==> config.mk <==
export PLATFORM = sky130hd
export DESIGN_NAME = sequence_match_counter_flat
export DESIGN_NICKNAME = d
export VERILOG_FILES = /design/src/rtl/sequence_match_counter_pkg.sv /design/src/rtl/sequence_match_counter_if.sv /design/src/rtl/sequence_match_counter_hex_to_seven_seg.sv /design/src/rtl/sequence_match_counter.sv /design/src/flat_wrapper.sv
export SDC_FILE = /design/constraint.sdc
export NUM_CORES = 1
export LEC_CHECK = 0
export CAP_MARGIN = 20
export CORE_ASPECT_RATIO = 1.4
export CORE_MARGIN = 2
export CORE_UTILIZATION = 35
export CTS_CLUSTER_SIZE = 16
export DETAILED_ROUTE_END_ITERATION = 10
export PLACE_DENSITY_LB_ADDON = 0.05
export SLEW_MARGIN = 20
export SYNTH_ARGS = -nofsm -noshare
export SYNTH_HDL_FRONTEND = slang
export SYNTH_HIERARCHICAL = 1
export SYNTH_SLANG_ARGS = --single-unit
==> constraint.sdc <==
create_clock -name clockPulse -period 4.7 [get_ports clockPulse]
set_input_delay 0.94 -clock clockPulse [delete_from_list [all_inputs] [get_ports clockPulse]]
set_output_delay 0.94 -clock clockPulse [all_outputs]
set_load 0.05 [all_outputs]
==> src/rtl/sequence_match_counter_pkg.sv <==
// Shared constants for the sequence-match counter and its display path:
// detector result codes, scan state encoding and hex seven-segment patterns.
package sequence_match_counter_pkg;

  localparam logic [1:0] RES_NONE = 2'b00;
  localparam logic [1:0] RES_A    = 2'b01;
  localparam logic [1:0] RES_B    = 2'b10;
  localparam logic [1:0] RES_AB   = 2'b11;

  localparam logic [1:0] DIG0 = 2'd0;
  localparam logic [1:0] DIG1 = 2'd1;
  localparam logic [1:0] DIG2 = 2'd2;
  localparam logic [1:0] DIG3 = 2'd3;

  localparam logic [3:0] AN_DIG0 = 4'b1110;
  localparam logic [3:0] AN_DIG1 = 4'b1101;
  localparam logic [3:0] AN_DIG2 = 4'b1011;
  localparam logic [3:0] AN_DIG3 = 4'b0111;

  // Active-low {g,f,e,d,c,b,a}; entry 0 sits at the right-hand end.
  localparam logic [15:0][6:0] SEG_PAT = {
    7'b0001110, 7'b0000110, 7'b0100001, 7'b1000110,
    7'b0000011, 7'b0001000, 7'b0010000, 7'b0000000,
    7'b1111000, 7'b0000010, 7'b0010010, 7'b0011001,
    7'b0110000, 7'b0100100, 7'b1111001, 7'b1000000
  };

  localparam logic [6:0] SEG_HEX0 = 7'b1000000;

endpackage

==> src/rtl/sequence_match_counter_if.sv <==
// Detector-side inputs and display/count outputs of the match counter.
interface sequence_match_counter_if #(
  parameter int WIDTH = 16
);
  logic [1:0]       result;
  logic             clear;
  logic [WIDTH-1:0] countA;
  logic [WIDTH-1:0] countB;
  logic             matchPulse;
  logic             saturated;
  logic [3:0]       anode;
  logic [6:0]       segment;

  modport master (
    output result, clear,
    input  countA, countB, matchPulse, saturated, anode, segment
  );

  modport slave (
    input  result, clear,
    output countA, countB, matchPulse, saturated, anode, segment
  );
endinterface

==> src/rtl/sequence_match_counter_hex_to_seven_seg.sv <==
// Combinational hex digit to active-low seven-segment pattern.
module hex_to_seven_seg
  import sequence_match_counter_pkg::*;
(
  input  logic [3:0] digit_i,
  output logic [6:0] seg_o
);
  assign seg_o = SEG_PAT[digit_i];
endmodule

==> src/rtl/sequence_match_counter.sv <==
// Saturating per-pattern detection counters, registered match strobe and a
// 4-digit multiplexed seven-segment scan of the low count bytes.
module sequence_match_counter
  import sequence_match_counter_pkg::*;
#(
  parameter int WIDTH    = 16,
  parameter int SCAN_DIV = 50000
) (
  input  logic               clockPulse,
  input  logic               reset,
  sequence_match_counter_if.slave bus
);

  localparam int               DW      = (SCAN_DIV > 2) ? $clog2(SCAN_DIV) : 1;
  localparam logic [WIDTH-1:0] CNT_MAX = '1;
  localparam logic [DW-1:0]    DIV_END = DW'(SCAN_DIV - 1);

  logic [WIDTH-1:0] cnt_a_q, cnt_a_d;
  logic [WIDTH-1:0] cnt_b_q, cnt_b_d;
  logic             sat_q, sat_d;
  logic             match_q, match_d;
  logic [DW-1:0]    div_q, div_d;
  logic [1:0]       state_q, state_d;
  logic [3:0]       anode_q, anode_d;
  logic [6:0]       seg_q, seg_d;
  logic [3:0]       nib;
  logic             hit_a, hit_b;

  assign hit_a = (bus.result == RES_A) || (bus.result == RES_AB);
  assign hit_b = (bus.result == RES_B) || (bus.result == RES_AB);

  // clear wins over a same-cycle detection, which is then dropped.
  always_comb begin
    cnt_a_d = cnt_a_q;
    cnt_b_d = cnt_b_q;
    sat_d   = sat_q;
    match_d = 1'b0;
    if (bus.clear) begin
      cnt_a_d = '0;
      cnt_b_d = '0;
      sat_d   = 1'b0;
    end else begin
      if (hit_a && (cnt_a_q != CNT_MAX)) cnt_a_d = cnt_a_q + WIDTH'(1);
      if (hit_b && (cnt_b_q != CNT_MAX)) cnt_b_d = cnt_b_q + WIDTH'(1);
      match_d = (bus.result != RES_NONE);
      sat_d   = sat_q | (cnt_a_d == CNT_MAX) | (cnt_b_d == CNT_MAX);
    end
  end

  always_ff @(posedge clockPulse or negedge reset) begin
    if (!reset) begin
      cnt_a_q <= '0;
      cnt_b_q <= '0;
      sat_q   <= 1'b0;
      match_q <= 1'b0;
    end else begin
      cnt_a_q <= cnt_a_d;
      cnt_b_q <= cnt_b_d;
      sat_q   <= sat_d;
      match_q <= match_d;
    end
  end

  always_comb begin
    div_d   = div_q + DW'(1);
    state_d = state_q;
    if (div_q == DIV_END) begin
      div_d = '0;
      case (state_q)
        DIG0:    state_d = DIG1;
        DIG1:    state_d = DIG2;
        DIG2:    state_d = DIG3;
        default: state_d = DIG0;
      endcase
    end
  end

  // Digit source and anode follow the current state; both are then
  // registered, so the visible digit trails the count by one cycle.
  always_comb begin
    nib     = cnt_a_q[3:0];
    anode_d = AN_DIG0;
    case (state_q)
      DIG0:    begin nib = cnt_a_q[3:0]; anode_d = AN_DIG0; end
      DIG1:    begin nib = cnt_a_q[7:4]; anode_d = AN_DIG1; end
      DIG2:    begin nib = cnt_b_q[3:0]; anode_d = AN_DIG2; end
      default: begin nib = cnt_b_q[7:4]; anode_d = AN_DIG3; end
    endcase
  end

  hex_to_seven_seg u_hex (
    .digit_i (nib),
    .seg_o   (seg_d)
  );

  always_ff @(posedge clockPulse or negedge reset) begin
    if (!reset) begin
      div_q   <= '0;
      state_q <= DIG0;
      anode_q <= AN_DIG0;
      seg_q   <= SEG_HEX0;
    end else begin
      div_q   <= div_d;
      state_q <= state_d;
      anode_q <= anode_d;
      seg_q   <= seg_d;
    end
  end

  assign bus.countA     = cnt_a_q;
  assign bus.countB     = cnt_b_q;
  assign bus.matchPulse = match_q;
  assign bus.saturated  = sat_q;
  assign bus.anode      = anode_q;
  assign bus.segment    = seg_q;

endmodule

==> src/flat_wrapper.sv <==
// flat-port wrapper written by rule: the top's interface ports become plain ports
module sequence_match_counter_flat import sequence_match_counter_pkg::*;
#(
  parameter int WIDTH    = 16,
  parameter int SCAN_DIV = 50000
)
  (clockPulse, reset, bus_result, bus_clear, bus_countA, bus_countB, bus_matchPulse, bus_saturated, bus_anode, bus_segment);
  sequence_match_counter_if #(.WIDTH(WIDTH)) bus_i ();
  input  logic clockPulse;
  input  logic reset;
  input wire logic [$bits(bus_i.result)-1:0] bus_result;
  input wire logic [$bits(bus_i.clear)-1:0] bus_clear;
  output wire logic [$bits(bus_i.countA)-1:0] bus_countA;
  output wire logic [$bits(bus_i.countB)-1:0] bus_countB;
  output wire logic [$bits(bus_i.matchPulse)-1:0] bus_matchPulse;
  output wire logic [$bits(bus_i.saturated)-1:0] bus_saturated;
  output wire logic [$bits(bus_i.anode)-1:0] bus_anode;
  output wire logic [$bits(bus_i.segment)-1:0] bus_segment;
  assign bus_i.result = bus_result;
  assign bus_i.clear = bus_clear;
  assign bus_countA = bus_i.countA;
  assign bus_countB = bus_i.countB;
  assign bus_matchPulse = bus_i.matchPulse;
  assign bus_saturated = bus_i.saturated;
  assign bus_anode = bus_i.anode;
  assign bus_segment = bus_i.segment;
  sequence_match_counter #(.WIDTH(WIDTH), .SCAN_DIV(SCAN_DIV)) u_core (.clockPulse(clockPulse), .reset(reset), .bus(bus_i));
endmodule
# Word-level counts from Yosys, hierarchy flattened
# Memories as Yosys holds them, arrays and structs flattened. A register that Yosys moved wholly into a read port is not among the register bits.
# Index checks and enable logic that the tools add are counted.
[totals]
elab_cells = 42
output_inout_bits = 45
mem_count = 1
register_bits = 56
mem_bits_ro = 112
[op_classes]
n_eq_ne = 10
n_mux = 12
n_reduce_logical = 7
n_addsub = 3
n_bitwise = 2
[mem_list]
columns = ["name", "words", "word_bits", "rd", "rd_ports_with_merged_regs", "wr", "line", "text"]
rows = [
  ["(no name shown)", 16, 7, 1, 1, 0, "sequence_match_counter_hex_to_seven_seg.sv:8", "assign seg_o = SEG_PAT[digit_i];"],
]
[op_table]
columns = ["cell", "count"]
rows = [
  ["$mux W16", 7],
  ["$add A16 B1 Y16 const B", 3],
  ["$eq A16 B16 Y1 const B", 3],
  ["$ne A16 B16 Y1 const B", 2],
  ["$pmux W4 S3", 2],
  ["$eq A2 B2 Y1 const B", 3],
  ["$pmux W2 S3", 1],
  ["$eq A2 B1 Y1 const B", 2],
  ["$logic_and A1 B1 Y1", 2],
  ["$logic_not A2 Y1", 1],
  ["$logic_or A1 B1 Y1", 2],
  ["$mux W1", 2],
  ["$or A1 B1 Y1", 2],
  ["$reduce_bool A2 Y1", 1],
  ["$logic_not A1 Y1", 1],
]

# Longest topological paths before layout
[depth]
depth_word = 9
mapped_depth = 9
depth_no_buf = 9

# Modules after synthesis
# Netlist, hierarchy kept.
[modules_own_cells]
columns = ["module", "seq_area_each_um2", "cells_per_inst", "instances", "area_per_inst_um2"]
rows = [
  ["sequence_match_counter", 1581.5, 342, 1, 3339.5],
  ["hex_to_seven_seg", 0.0, 32, 1, 275.3],
]

# Worst setup path before layout
# Ideal clock, no wire load.
[synth_timing]
path_type = "register -> register"
startpoint = "register u_core.cnt_b_q[0], in the netlist u_core/bus.countB[0]"
endpoint = "register u_core.seg_q[3], in the netlist u_core/bus.segment[3]"
required_time_ns = 4.560
path_stages_with_launch = 7
arrival_time_ns = 2.249
setup_time_ns = 0.140
setup_slack_ns = 2.311
cell_sequence = "dfrtp_1 > a222oi_1 > a21oi_1 > inv_1 > ha_1 > inv_1 > mux4_1"
[synth_between]
elab_chain_len = 1
[synth_rtl]
columns = ["item", "line", "text"]
rows = [
  ["start: declaration", "sequence_match_counter.sv:19", "logic [WIDTH-1:0] cnt_b_q, cnt_b_d;"],
  ["start signal: assignment", "sequence_match_counter.sv:58", "cnt_b_q <= cnt_b_d;"],
  ["$pmux W4 S3", "sequence_match_counter.sv:83", "case (state_q)"],
  ["net u_core.nib[0]", "sequence_match_counter.sv:26", "logic [3:0] nib;"],
  ["end: declaration", "sequence_match_counter.sv:25", "logic [6:0] seg_q, seg_d;"],
]
# The timed path passes the listed nets, and every way through them passes these cells.
# A chain may end at the register's enable or synchronous reset.

# Final worst setup path
[layout_timing]
startpoint = "input port bus_result[1]"
endpoint = "register u_core.sat_q, in the netlist u_core/bus.saturated"
[layout_between]
elab_chain_len = 9
[layout_rtl]
columns = ["item", "line", "text"]
rows = [
  ["start: declaration", "flat_wrapper.sv:11", "input wire logic [$bits(bus_i.result)-1:0] bus_result;"],
  ["$eq A2 B1 Y1 or $eq A2 B2 Y1 (tied branches)", "sequence_match_counter.sv:29, sequence_match_counter.sv:30", ""],
  ["$logic_or A1 B1 Y1", "sequence_match_counter.sv:29", "assign hit_a = (bus.result == RES_A) || (bus.result == RES_AB);"],
  ["$logic_and A1 B1 Y1", "sequence_match_counter.sv:43", "if (hit_a && (cnt_a_q != CNT_MAX)) cnt_a_d = cnt_a_q + WIDTH'(1);"],
  ["$mux W16", "sequence_match_counter.sv:43", ""],
  ["$mux W16", "sequence_match_counter.sv:38", "if (bus.clear) begin"],
  ["$eq A16 B16 Y1", "sequence_match_counter.sv:46", "sat_d = sat_q | (cnt_a_d == CNT_MAX) | (cnt_b_d == CNT_MAX);"],
  ["$or A1 B1 Y1", "sequence_match_counter.sv:46", ""],
  ["$or A1 B1 Y1 (*)", "sequence_match_counter.sv:46", ""],
  ["$mux W1 (*)", "sequence_match_counter.sv:38", ""],
  ["net u_core.sat_d", "sequence_match_counter.sv:20", "logic sat_q, sat_d;"],
  ["end signal: assignment", "sequence_match_counter.sv:59", "sat_q <= sat_d;"],
  ["end: declaration", "sequence_match_counter.sv:20", ""],
]
# Mark *: on every way through the listed nets, which the timed path passes. The rest lies on a longest branch. The select of a mux whose other input is x is not followed.

==> summary.md <==
| Metric | Value |
|---|---|
| Outcome | `complete, no violations` |
| Final setup fails | `0` |
| Simple-gate area share of the yosys netlist | `between 20% and 30%` |
| Horiz. Die Dim | `89.9 um` |
| Seq/Total Area, Yosys | `43.8%` |
| Largest net degree at the start of global routing | `39` |
| Most common cell after layout, fill and taps aside | `dfrtp_1` |
| Layout fillers | `between 1000 and 1500` |
| H-tree depth | `3` |
| Most frequent cells in the layout | `dfrtp_1, nor2_1, clkdlybuf4s50_1` |
| Yosys top cell by area | `dfrtp_1` |
| Cts hold-fix bufs | `0` |
| Number of global-route vias before repair | `2859` |
| Peak supply drop | `167 uV` |
| HP Class | `reg2reg` |
| Vias/cell | `5.22` |
| Critical Path Start Type | `input port` |
| Fmax | `356 MHz` |
| Primary FF master, synth | `dfrtp_1` |
| Kind of critical path | `in2reg` |
| Syn_area_per_cell | `9.67 um^2` |
| Post-synthesis xor/xnor area fraction | `between 7 and 8%` |
| Initial antenna violation count | `0` |
| DRC viols | `0` |
| WL/cell | `roughly 16 um` |
| Crit Path Max Fanout | `12` |
| Worst-Skew Late Latency | `0.33 ns` |
| Final hold violations | `0` |
| Mux cell area share after synthesis | `3.81%` |
| Die Area | `roughly 11000 um^2` |
| Final net count | `439` |
| Mapped Area | `3610 um^2` |
| Final wirelength | `8800 um` |
| Initial Util | `36.1%` |
| Final Power | `0.00132 W` |
| Period utilization | `59.8%` |
| Total negative slack | `0 ns` |
| Post-Synthesis Cells | `about 370` |
| IO Count | `50` |
| RSZ-0062 raised after global routing | `false` |
| Synth Net Count | `roughly 390` |
| First-pass GRT wire length | `14500 um` |
| Fraction of layout instances using a drive strength above 1 | `between 8 and 9%` |
| CORE AREA | `about 10000 um^2` |
| Clock tree buffer depth | `2` |
| TritonCTS Buffers | `9` |
| CP Capture Type | `register` |
| Post-layout min period | `2.81 ns` |
| Slew Limit Fails | `0` |
| Final HPWL DP | `6140 um` |
| Cells resized by post-CTS repair | `0` |
| Worst-Margin Slew | `approximately 0.85 ns` |
| Cell Pwr Density | `296 nW/um^2` |
| Max Cap Viol | `0` |
| Row cnt | `43` |
| Multi-input logic area | `1880 um^2` |
| Number of synthesis warnings | `6` |
| Leak pwr | `1.84 nW` |
| Fraction of registers with async set/reset | `between 90% and 100%` |
| WP data arrival | `between 3 and 4 ns` |
| DRT Pass-1 Iters | `4` |
| Flops & latches, synth | `63` |
| Die H | `124 um` |
| Diodes inserted | `0` |
| Critical Path RT | `4.93 ns` |
| Register area | `1580 um^2` |
| Initial DRC count | `approximately 110` |
| CTS sink cnt | `63` |
| Synth cell types | `62` |
| Vias | `2914` |
| Count of flip-flops with a built-in enable after synthesis | `0` |
| Routability cong. | `0.766` |
| Clk root buf | `clkbuf_16` |
| Antenna Nets Post-Route | `0` |
| Synth top area share | `40.8%` |
| GR Overflow Total | `0` |
| Gr usage total | `16.3%` |
| Area Growth Syn to Fin | `24.0%` |
| Setup Skew | `approximately 0.0062 ns` |
| Worst-path clk slew | `0.05 ns` |
| Largest family of logic cells by synthesized area | `simple AND/OR/NAND/NOR gates` |
| Relative slew slack | `43.4%` |
| Compound-Gate Fraction of Synth Area | `10.1%` |
| Synth top area cells | `dfrtp_1, nor2_1, ha_1, xor2_1, xnor2_1` |
| TritonCTS clock tree | `built` |
| Adder-cell share of the synthesized area | `5.19%` |
| Number of buffers added on ports | `about 50` |
| Setup bufs post-CTS | `0` |
-- final cells by class --
class	instances	share of cell area (%)
Timing Repair Buffer	51	11.2
Tap cell	135	3.77
Clock inverter	6	1.40
Multi-Input combinational cell	278	42.0
Clock buffer	9	5.03
Sequential cell	63	35.3
Inverter	16	1.34
-- where the power goes --
part           leakage [nW]  switching [W]  internal (W)
Clock                 0.133       0.000240      0.000405
Sequential            0.843     0.00000888      0.000553
Combinational         0.860      0.0000805     0.0000372
Total                  1.84       0.000330      0.000995
-- final timing paths --
path | start | endpoint | slack [ns] | depth (start not counted)
min in group asynchronous | reset | u_core/div_q[5] | 0.62 | 1
worst min register to register | u_core/div_q[0] | u_core/div_q[0] | 0.47 | 1
worst max register to register | u_core/state_q[1] | u_core/bus.segment[3] | 2.07 | 8
worst max-delay path | bus_result[1] | u_core/bus.saturated | 1.89 | 6
worst min-delay path | u_core/div_q[0] | u_core/div_q[0] | 0.47 | 1
max in group asynchronous | reset | u_core/bus.anode[3] | 3.16 | 2
-- sequential cells by signal (all words and copies together) (netlist names) --
name,cells
u_core/bus.countA,16
u_core/bus.segment,7
u_core/div_q,16
u_core/bus.anode,4
u_core/bus.countB,16
u_core/bus.matchPulse,1
u_core/bus.saturated,1
u_core/state_q,2
-- cells in the mapped netlist, types with 2 or more instances --
master / n
buf_2: 7
nand3_1: 23
clkbuf_1: 6
nor4_1: 3
a31oi_1: 5
and4_1: 4
a211oi_1: 2
nor4b_1: 2
o31ai_1: 2
buf_6: 2
nand4_2: 2
o211ai_1: 2
ha_1: 15
a22o_1: 2
nand2b_1: 2
and3_1: 11
a21oi_1: 7
o21ai_0: 13
or4_1: 2
xor2_1: 18
nor3_1: 11
dfrtp_1: 59
nand4_1: 14
nand2_1: 25
a32o_1: 2
dfstp_2: 4
nor2_1: 52
buf_4: 2
inv_1: 15
or3_1: 2
a222oi_1: 4
xnor2_1: 15
mux2i_1: 10
-- worst max-delay path, stage by stage --
cell and delay [ns]:
clkdlybuf4s50_1 0.66, inv_1 0.17, nor2_1 0.58, a21boi_0 0.28, o221ai_1 0.15, o31ai_1 0.27
-- metal layers --
metal | up-vias | part of all wire (%) | GRT usage [%]
met5 | - | 0 | 0
met4 | 0 | 1.0 | 6.97
met3 | 6 | 2.7 | 3.03
met2 | 46 | 50 | 27.4
met1 | 1430 | 46 | 20.4
li1 | 1432 | - | -
-- per-stage QoR --
stage	instance area [um^2]	util, %	std cells	setup slack [ns]	hold WS (ns)
after detailed placement	4190	41.9	543	1.59	0.477
after CTS	4480	44.7	558	1.91	0.484
final	4480	44.8	558	1.89	0.470
after global placement	4190	41.9	543	1.67	0.451
after global routing	4480	44.8	558	1.73	0.498
after floorplan	3610	-	374	2.31	0.425
-- logic make-up (layout without fill, tap and decap cells) --
logic type               count (synthesis)  count (layout)
AO/OA/AOI/OAI                           51              51
XOR/XNOR                                33              33
adder cells (fa/ha/maj)                 15              15
buffers and inverters                   33              82
flip-flops                              63              63
multiplexers                            12              12
AND/OR/NAND/NOR                        167             167
(Power assumes the default switching activity.)
